## src/rtl/arbitro_ram_pkg.sv

```systemverilog
`default_nettype none
// ============================================================================
// Module  : arbitro_ram_pkg
// Brief   : Shared types and constants for the two-requester RAM arbiter.
// Revision: 1.0 - initial release
// ============================================================================
package arbitro_ram_pkg;

    typedef enum logic [1:0] {
        IDLE   = 2'd0,
        ACCESS = 2'd1,
        DONE   = 2'd2
    } state_t;

    localparam logic REQ_A = 1'b0;
    localparam logic REQ_B = 1'b1;

    localparam int DEF_DEPTH = 11;
    localparam int DEF_AW    = 8;
    localparam int DEF_DW    = 8;

endpackage
`default_nettype wire

```

## src/rtl/rr_arbitro2.sv

```systemverilog
`default_nettype none
// ============================================================================
// Module  : rr_arbitro2
// Brief   : Two-input round-robin arbiter with one-hot grant and pointer flop.
// Revision: 1.0 - initial release
// ============================================================================
module rr_arbitro2
    import arbitro_ram_pkg::*;
(
    input  logic       clk,
    input  logic       rst,
    input  logic [1:0] i_req,
    input  logic       i_en,
    output logic [1:0] o_gnt
);

    logic       r_ptr_q;
    logic       w_ptr_d;
    logic [1:0] w_gnt;

    always_comb begin
        w_gnt = i_req;
        if (i_req == 2'b11) begin
            w_gnt = (r_ptr_q == REQ_B) ? 2'b10 : 2'b01;
        end
        // Priority moves to the side that did not win, even if it was idle.
        w_ptr_d = r_ptr_q;
        if (i_en && (|i_req)) begin
            w_ptr_d = w_gnt[REQ_A] ? REQ_B : REQ_A;
        end
    end

    always_ff @(posedge clk) begin
        if (rst) begin
            r_ptr_q <= REQ_A;
        end else begin
            r_ptr_q <= w_ptr_d;
        end
    end

    assign o_gnt = w_gnt;

endmodule
`default_nettype wire

```

## src/rtl/arbitro_ram.sv

```systemverilog
`default_nettype none
// ============================================================================
// Module  : arbitro_ram
// Brief   : Round-robin arbiter/sequencer for an asynchronous RAM, two ports.
// Revision: 1.0 - initial release
// ============================================================================
module arbitro_ram
    import arbitro_ram_pkg::*;
#(
    parameter int DEPTH = DEF_DEPTH,
    parameter int AW    = DEF_AW,
    parameter int DW    = DEF_DW
) (
    input  logic          clk,
    input  logic          rst,
    input  logic          req_a,
    input  logic          req_b,
    input  logic          we_a,
    input  logic          we_b,
    input  logic [AW-1:0] dir_a,
    input  logic [AW-1:0] dir_b,
    input  logic [DW-1:0] dato_e_a,
    input  logic [DW-1:0] dato_e_b,
    output logic          ack_a,
    output logic          ack_b,
    output logic          err_a,
    output logic          err_b,
    output logic [DW-1:0] dato_s_a,
    output logic [DW-1:0] dato_s_b,
    output logic [AW-1:0] ram_dir,
    output logic [DW-1:0] ram_dato_e,
    output logic          ram_en,
    input  logic [DW-1:0] ram_dato_s,
    output logic          busy
);

    localparam logic [AW:0] c_DEPTH = (AW+1)'(DEPTH);

    state_t        r_state_q, w_state_d;
    logic          r_win_q, w_win_d;
    logic          r_we_q, w_we_d;
    logic          r_err_q, w_err_d;
    logic          r_ack_a_q, w_ack_a_d;
    logic          r_ack_b_q, w_ack_b_d;
    logic          r_err_a_q, w_err_a_d;
    logic          r_err_b_q, w_err_b_d;
    logic [DW-1:0] r_dato_s_a_q, w_dato_s_a_d;
    logic [DW-1:0] r_dato_s_b_q, w_dato_s_b_d;
    logic [AW-1:0] r_ram_dir_q, w_ram_dir_d;
    logic [DW-1:0] r_ram_dato_e_q, w_ram_dato_e_d;
    logic          r_ram_en_q, w_ram_en_d;
    logic          r_busy_q, w_busy_d;

    logic [1:0]    w_gnt;
    logic          w_win;
    logic          w_we;
    logic [AW-1:0] w_dir;
    logic [DW-1:0] w_dat;
    logic          w_oor;

    rr_arbitro2 u_arb (
        .clk   (clk),
        .rst   (rst),
        .i_req ({req_b, req_a}),
        .i_en  (r_state_q == IDLE),
        .o_gnt (w_gnt)
    );

    assign w_win = w_gnt[REQ_B] ? REQ_B : REQ_A;
    assign w_we  = (w_win == REQ_B) ? we_b     : we_a;
    assign w_dir = (w_win == REQ_B) ? dir_b    : dir_a;
    assign w_dat = (w_win == REQ_B) ? dato_e_b : dato_e_a;
    assign w_oor = ({1'b0, w_dir} >= c_DEPTH);

    always_comb begin
        w_state_d      = r_state_q;
        w_win_d        = r_win_q;
        w_we_d         = r_we_q;
        w_err_d        = r_err_q;
        w_ack_a_d      = 1'b0;
        w_ack_b_d      = 1'b0;
        w_err_a_d      = 1'b0;
        w_err_b_d      = 1'b0;
        w_dato_s_a_d   = r_dato_s_a_q;
        w_dato_s_b_d   = r_dato_s_b_q;
        w_ram_dir_d    = r_ram_dir_q;
        w_ram_dato_e_d = r_ram_dato_e_q;
        w_ram_en_d     = 1'b0;

        case (r_state_q)
            IDLE: begin
                if (|w_gnt) begin
                    // RAM pins are loaded here so they are flop-driven and
                    // stable across the whole ACCESS cycle.
                    w_win_d        = w_win;
                    w_we_d         = w_we;
                    w_err_d        = w_oor;
                    w_ram_dir_d    = w_dir;
                    w_ram_dato_e_d = w_dat;
                    w_ram_en_d     = w_we & ~w_oor;
                    w_state_d      = ACCESS;
                end
            end
            ACCESS: begin
                if (!r_we_q && !r_err_q) begin
                    if (r_win_q == REQ_B) w_dato_s_b_d = ram_dato_s;
                    else                  w_dato_s_a_d = ram_dato_s;
                end
                if (r_win_q == REQ_B) begin
                    w_ack_b_d = 1'b1;
                    w_err_b_d = r_err_q;
                end else begin
                    w_ack_a_d = 1'b1;
                    w_err_a_d = r_err_q;
                end
                w_state_d = DONE;
            end
            DONE:    w_state_d = IDLE;
            default: w_state_d = IDLE;
        endcase

        w_busy_d = (w_state_d != IDLE);
    end

    always_ff @(posedge clk) begin
        if (rst) begin
            r_state_q      <= IDLE;
            r_win_q        <= REQ_A;
            r_we_q         <= 1'b0;
            r_err_q        <= 1'b0;
            r_ack_a_q      <= 1'b0;
            r_ack_b_q      <= 1'b0;
            r_err_a_q      <= 1'b0;
            r_err_b_q      <= 1'b0;
            r_dato_s_a_q   <= '0;
            r_dato_s_b_q   <= '0;
            r_ram_dir_q    <= '0;
            r_ram_dato_e_q <= '0;
            r_ram_en_q     <= 1'b0;
            r_busy_q       <= 1'b0;
        end else begin
            r_state_q      <= w_state_d;
            r_win_q        <= w_win_d;
            r_we_q         <= w_we_d;
            r_err_q        <= w_err_d;
            r_ack_a_q      <= w_ack_a_d;
            r_ack_b_q      <= w_ack_b_d;
            r_err_a_q      <= w_err_a_d;
            r_err_b_q      <= w_err_b_d;
            r_dato_s_a_q   <= w_dato_s_a_d;
            r_dato_s_b_q   <= w_dato_s_b_d;
            r_ram_dir_q    <= w_ram_dir_d;
            r_ram_dato_e_q <= w_ram_dato_e_d;
            r_ram_en_q     <= w_ram_en_d;
            r_busy_q       <= w_busy_d;
        end
    end

    assign ack_a      = r_ack_a_q;
    assign ack_b      = r_ack_b_q;
    assign err_a      = r_err_a_q;
    assign err_b      = r_err_b_q;
    assign dato_s_a   = r_dato_s_a_q;
    assign dato_s_b   = r_dato_s_b_q;
    assign ram_dir    = r_ram_dir_q;
    assign ram_dato_e = r_ram_dato_e_q;
    assign ram_en     = r_ram_en_q;
    assign busy       = r_busy_q;

endmodule
`default_nettype wire

```

## config.mk

```make
export PLATFORM = sky130hd
export DESIGN_NAME = arbitro_ram
export DESIGN_NICKNAME = d
export VERILOG_FILES = /design/src/rtl/arbitro_ram_pkg.sv /design/src/rtl/rr_arbitro2.sv /design/src/rtl/arbitro_ram.sv
export SDC_FILE = /design/constraint.sdc
export NUM_CORES = 1
export LEC_CHECK = 0
export ABC_CLOCK_PERIOD_IN_PS = 1300
export BUFFER_PORTS_ARGS = -buffer_cell sky130_fd_sc_hd__buf_2
export CAP_MARGIN = 20
export CORE_ASPECT_RATIO = 1.5
export CORE_MARGIN = 4
export CORE_UTILIZATION = 30
export DETAILED_ROUTE_END_ITERATION = 6
export HOLD_SLACK_MARGIN = 0.03
export PLACE_DENSITY_LB_ADDON = 0.3
export SYNTH_ARGS = -nofsm -noshare
export SYNTH_HDL_FRONTEND = slang
export SYNTH_SLANG_ARGS = --single-unit
```

## constraint.sdc

```tcl
create_clock -name clk -period 1.3 [get_ports clk]
set_input_delay 0.26 -clock clk [delete_from_list [all_inputs] [get_ports clk]]
set_output_delay 0.26 -clock clk [all_outputs]
set_load 0.01 [all_outputs]
```

==> results by group <==
Job
  – MaxCap Viol Count: 0

Power
  – Pleak: 0.00120 uW
  – Logic pwr share: 0.231
  – Final Power: 3320 uW
  – Int Power: 2370 uW
  – Seq pwr share: 0.457
  – Pwr/cell area: 1210 nW/um2
  – Clk pwr share: 0.312
  – Switching power: 945 uW
  – Switching share of power: 0.285
  – Max IR drop VDD: 0.000585 V

Logic synthesis
  – Unique cell type count in the Yosys netlist: 28
  – YS warnings: 0
  – Syn Inst Count: 218
  – Flops & latches, synth: 44
  – Synthesized net count: 264
  – Area leader, netlist: dfxtp_1
  – Top cell type's share of synthesized area: 0.471
  – Post-synthesis sequential area ratio: 0.471
  – Synth top area cells: dfxtp_1 (47%), a21oi_1 (9.9%), nand3_1 (9.4%), a311oi_1 (8.4%), o21ai_0 (6.2%)
  – Mapped cell area: 1870 um2
  – Mean Syn Cell Area: 8.57 um2

Floorplan
  – Die ar.: 7580 um2
  – Die H: 105 um
  – Row count: 35
  – Initial Utilization: 0.307
  – Placeable Area: 6090 um2
  – IO Pins: 84
  – Chip Width: 72.5 um

Critical path
  – WP data required: 1.48 ns
  – CP endpoint kind: register
  – Critical Path AT: 1.57 ns
  – Critical path class: register to register
  – Crit Path Max Fanout: 8
  – Critical path startpoint category: register

Timing
  – Clock Skew: 0.0111 ns
  – Pins Over Slew Limit: 0
  – Unrepaired setup endpoints after global routing: yes
  – Final setup margin: -0.0859 ns
  – Fin. Hold Viols: 0
  – Worst rel slew slack: 0.793
  – Final worst path period share: 1.07
  – Slew @ Worst Pin: 0.308 ns
  – Setup Total Neg Slack: -1.09 ns
  – Endpoints failing setup: 17
  – Max Clock Freq: 722 MHz
  – Final Critical Period: 1.39 ns

Clocking
  – Longest Clk Path Bufs: 2
  – CTS root buf: clkbuf_8
  – TritonCTS buffer count: 5
  – Post-cts hold buffer count: 0
  – Clock slew seen by the registers of the worst setup and hold paths: 0.09 ns
  – CTS tree: done
  – Worst skew pair latency: 0.30 ns
  – H-Tree Depth: 2
  – CTS Sinks: 44

GRT
  – Grt peak-use layer: met2
  – Met2 Track Usage GR: 0.274
  – Remaining global-route overflow: 0
  – Largest net degree at the start of global routing: 31
  – Antenna violations before repair: 0
  – GR Util All Layers: 0.159
  – Vias in the first global route: 2010
  – GR Layer Usage met3: 0.0500
  – First-pass GRT wire length: 9.58 mm
  – GR Layer Usage met1: 0.176

Cells and area
  – # diodes: 0
  – Number of fill cells: 629
  – Share of post-route cells with drive strength above 1: 0.473
  – Commonest cells after routing, fill and taps aside: buf_2 (83), dfxtp_1 (39), a21oi_1 (37), nand3_1 (33), buf_4 (22)
  – Final #Nets: 362
  – Final core occ: 0.451
  – Commonest non-fill, non-tap cell in the layout: buf_2
  – Area Overhead vs Synth: 46.7%
  – Final Instance Count excl. Fillers: 391

Drt
  – Drt wl/cell: 15.8 um
  – Antenna-violating nets left: 0
  – Initial DRC Count: 75
  – Routed vias: 2097
  – Routed wire length: 6.18 mm
  – # DRC: 0
  – Pre-antenna DRT Iters: 4
  – Vias/cell: 5.36

Outcome
  – Failing checks: setup timing
  – Outcome: finished with violations

Placed design
  – RePlAce Congestion: 0.747
  – Dpl ws: -0.310 ns
  – PortBufs: 83
  – Hpwl dp: 4.25 mm
  – Placed cells: 379

Hold path
  – Worst min path class: input pin to register
## critical path: stages, from the launching register on
cell,delay [ns]
dfxtp_2,0.34
buf_6,0.12
or4b_4,0.57
o21ai_1,0.16
a21oi_1,0.08
## Yosys cell counts (all sizes together)
master and count:
a221oi 1, nor4 2, or4b 1, o211a 1, or2 2, buf 12
a21oi 37, a31o 1, nand2 1, nor2b 1, nand2b 1, o21ai 34
nand3 35, and3 2, dfxtp 44, nor4b 1, clkbuf 9, nor2 5
o2111ai 1, inv 7, a311oi 18, nand3b 1, o221ai 1
## flip-flops by register name (all words and copies together) (netlist names)
register / count
busy: 1
dato_s_a: 8
ack_b: 1
u_arb.r_ptr_q: 1
err_b: 1
ram_en: 1
dato_s_b: 8
r_we_q: 1
err_a: 1
ram_dato_e: 8
r_win_q: 1
r_state_q: 2
ram_dir: 8
ack_a: 1
r_err_q: 1
## per-stage QoR
step | hold WS [ns] | cell area (um2)
finish | 0.210 | 2740
global route | 0.218 | 2740
CTS | 0.205 | 2670
detailed placement | 0.456 | 2490
global placement | 0.448 | 2490
floorplan | 0.408 | 1870
## kinds of logic (layout without fill, tap and decap cells)
family / count (synthesis) / after routing / synth area share
simple gates: 52 / 53 / 0.159
compound gates: 94 / 94 / 0.303
buf+inv: 28 / 126 / 0.0669
flops: 44 / 44 / 0.471
## cell type report
class,count,area [um2],share of cell area
multi-input combinational,147,955,0.348
clock buffer,6,72.6,0.0265
clock inverter,2,35.0,0.0128
timing repair buffer,111,674,0.246
inverter,7,26.3,0.00958
sequential,44,887,0.323
tap,74,92.6,0.0338
## power by group through the flow
stage | combinational (uW) | sequential (uW) | clock [uW]
5_1_grt | 840 | 1530 | 1110
6_report | 767 | 1510 | 1030
2_1_floorplan | 323 | 1570 | 0
4_1_cts | 738 | 1510 | 1060
3_3_place_gp | 691 | 1530 | 0
3_5_place_dp | 696 | 1530 | 0
## path summary, 6_finish.rpt
kind / slack, ns / cells past startpoint / end / start
setup / recovery: -0.09 / 4 / dato_s_b[6] / r_state_q[1]
hold / removal: 0.21 / 3 / dato_s_a[7] / ram_dato_s[7]
setup reg to reg: -0.09 / 4 / dato_s_b[6] / r_state_q[1]
hold reg to reg: 0.46 / 2 / dato_s_b[2] / dato_s_b[2]
## per-layer routing
| layer | part of all wire | wire length [um] | up-vias |
|---|---|---|---|
| li1 | - | - | 1019 |
| met1 | 0.37 | 2300 | 961 |
| met2 | 0.51 | 3150 | 104 |
| met3 | 0.092 | 570 | 13 |
| met4 | 0.025 | 154 | 0 |
| met5 | 0 | 0 | - |
## what timing repair did
action | 4_1_cts | 5_1_grt
hold endpoints to repair | 0 | 0
buffers inserted | 2 | 0
endpoints found under the setup margin | 35 | 31
cloned | 1 | 1
pin swaps | 11 | 8
gates resized for setup | 16 | 18
Note: power is estimated with default switching activity, not from simulation.
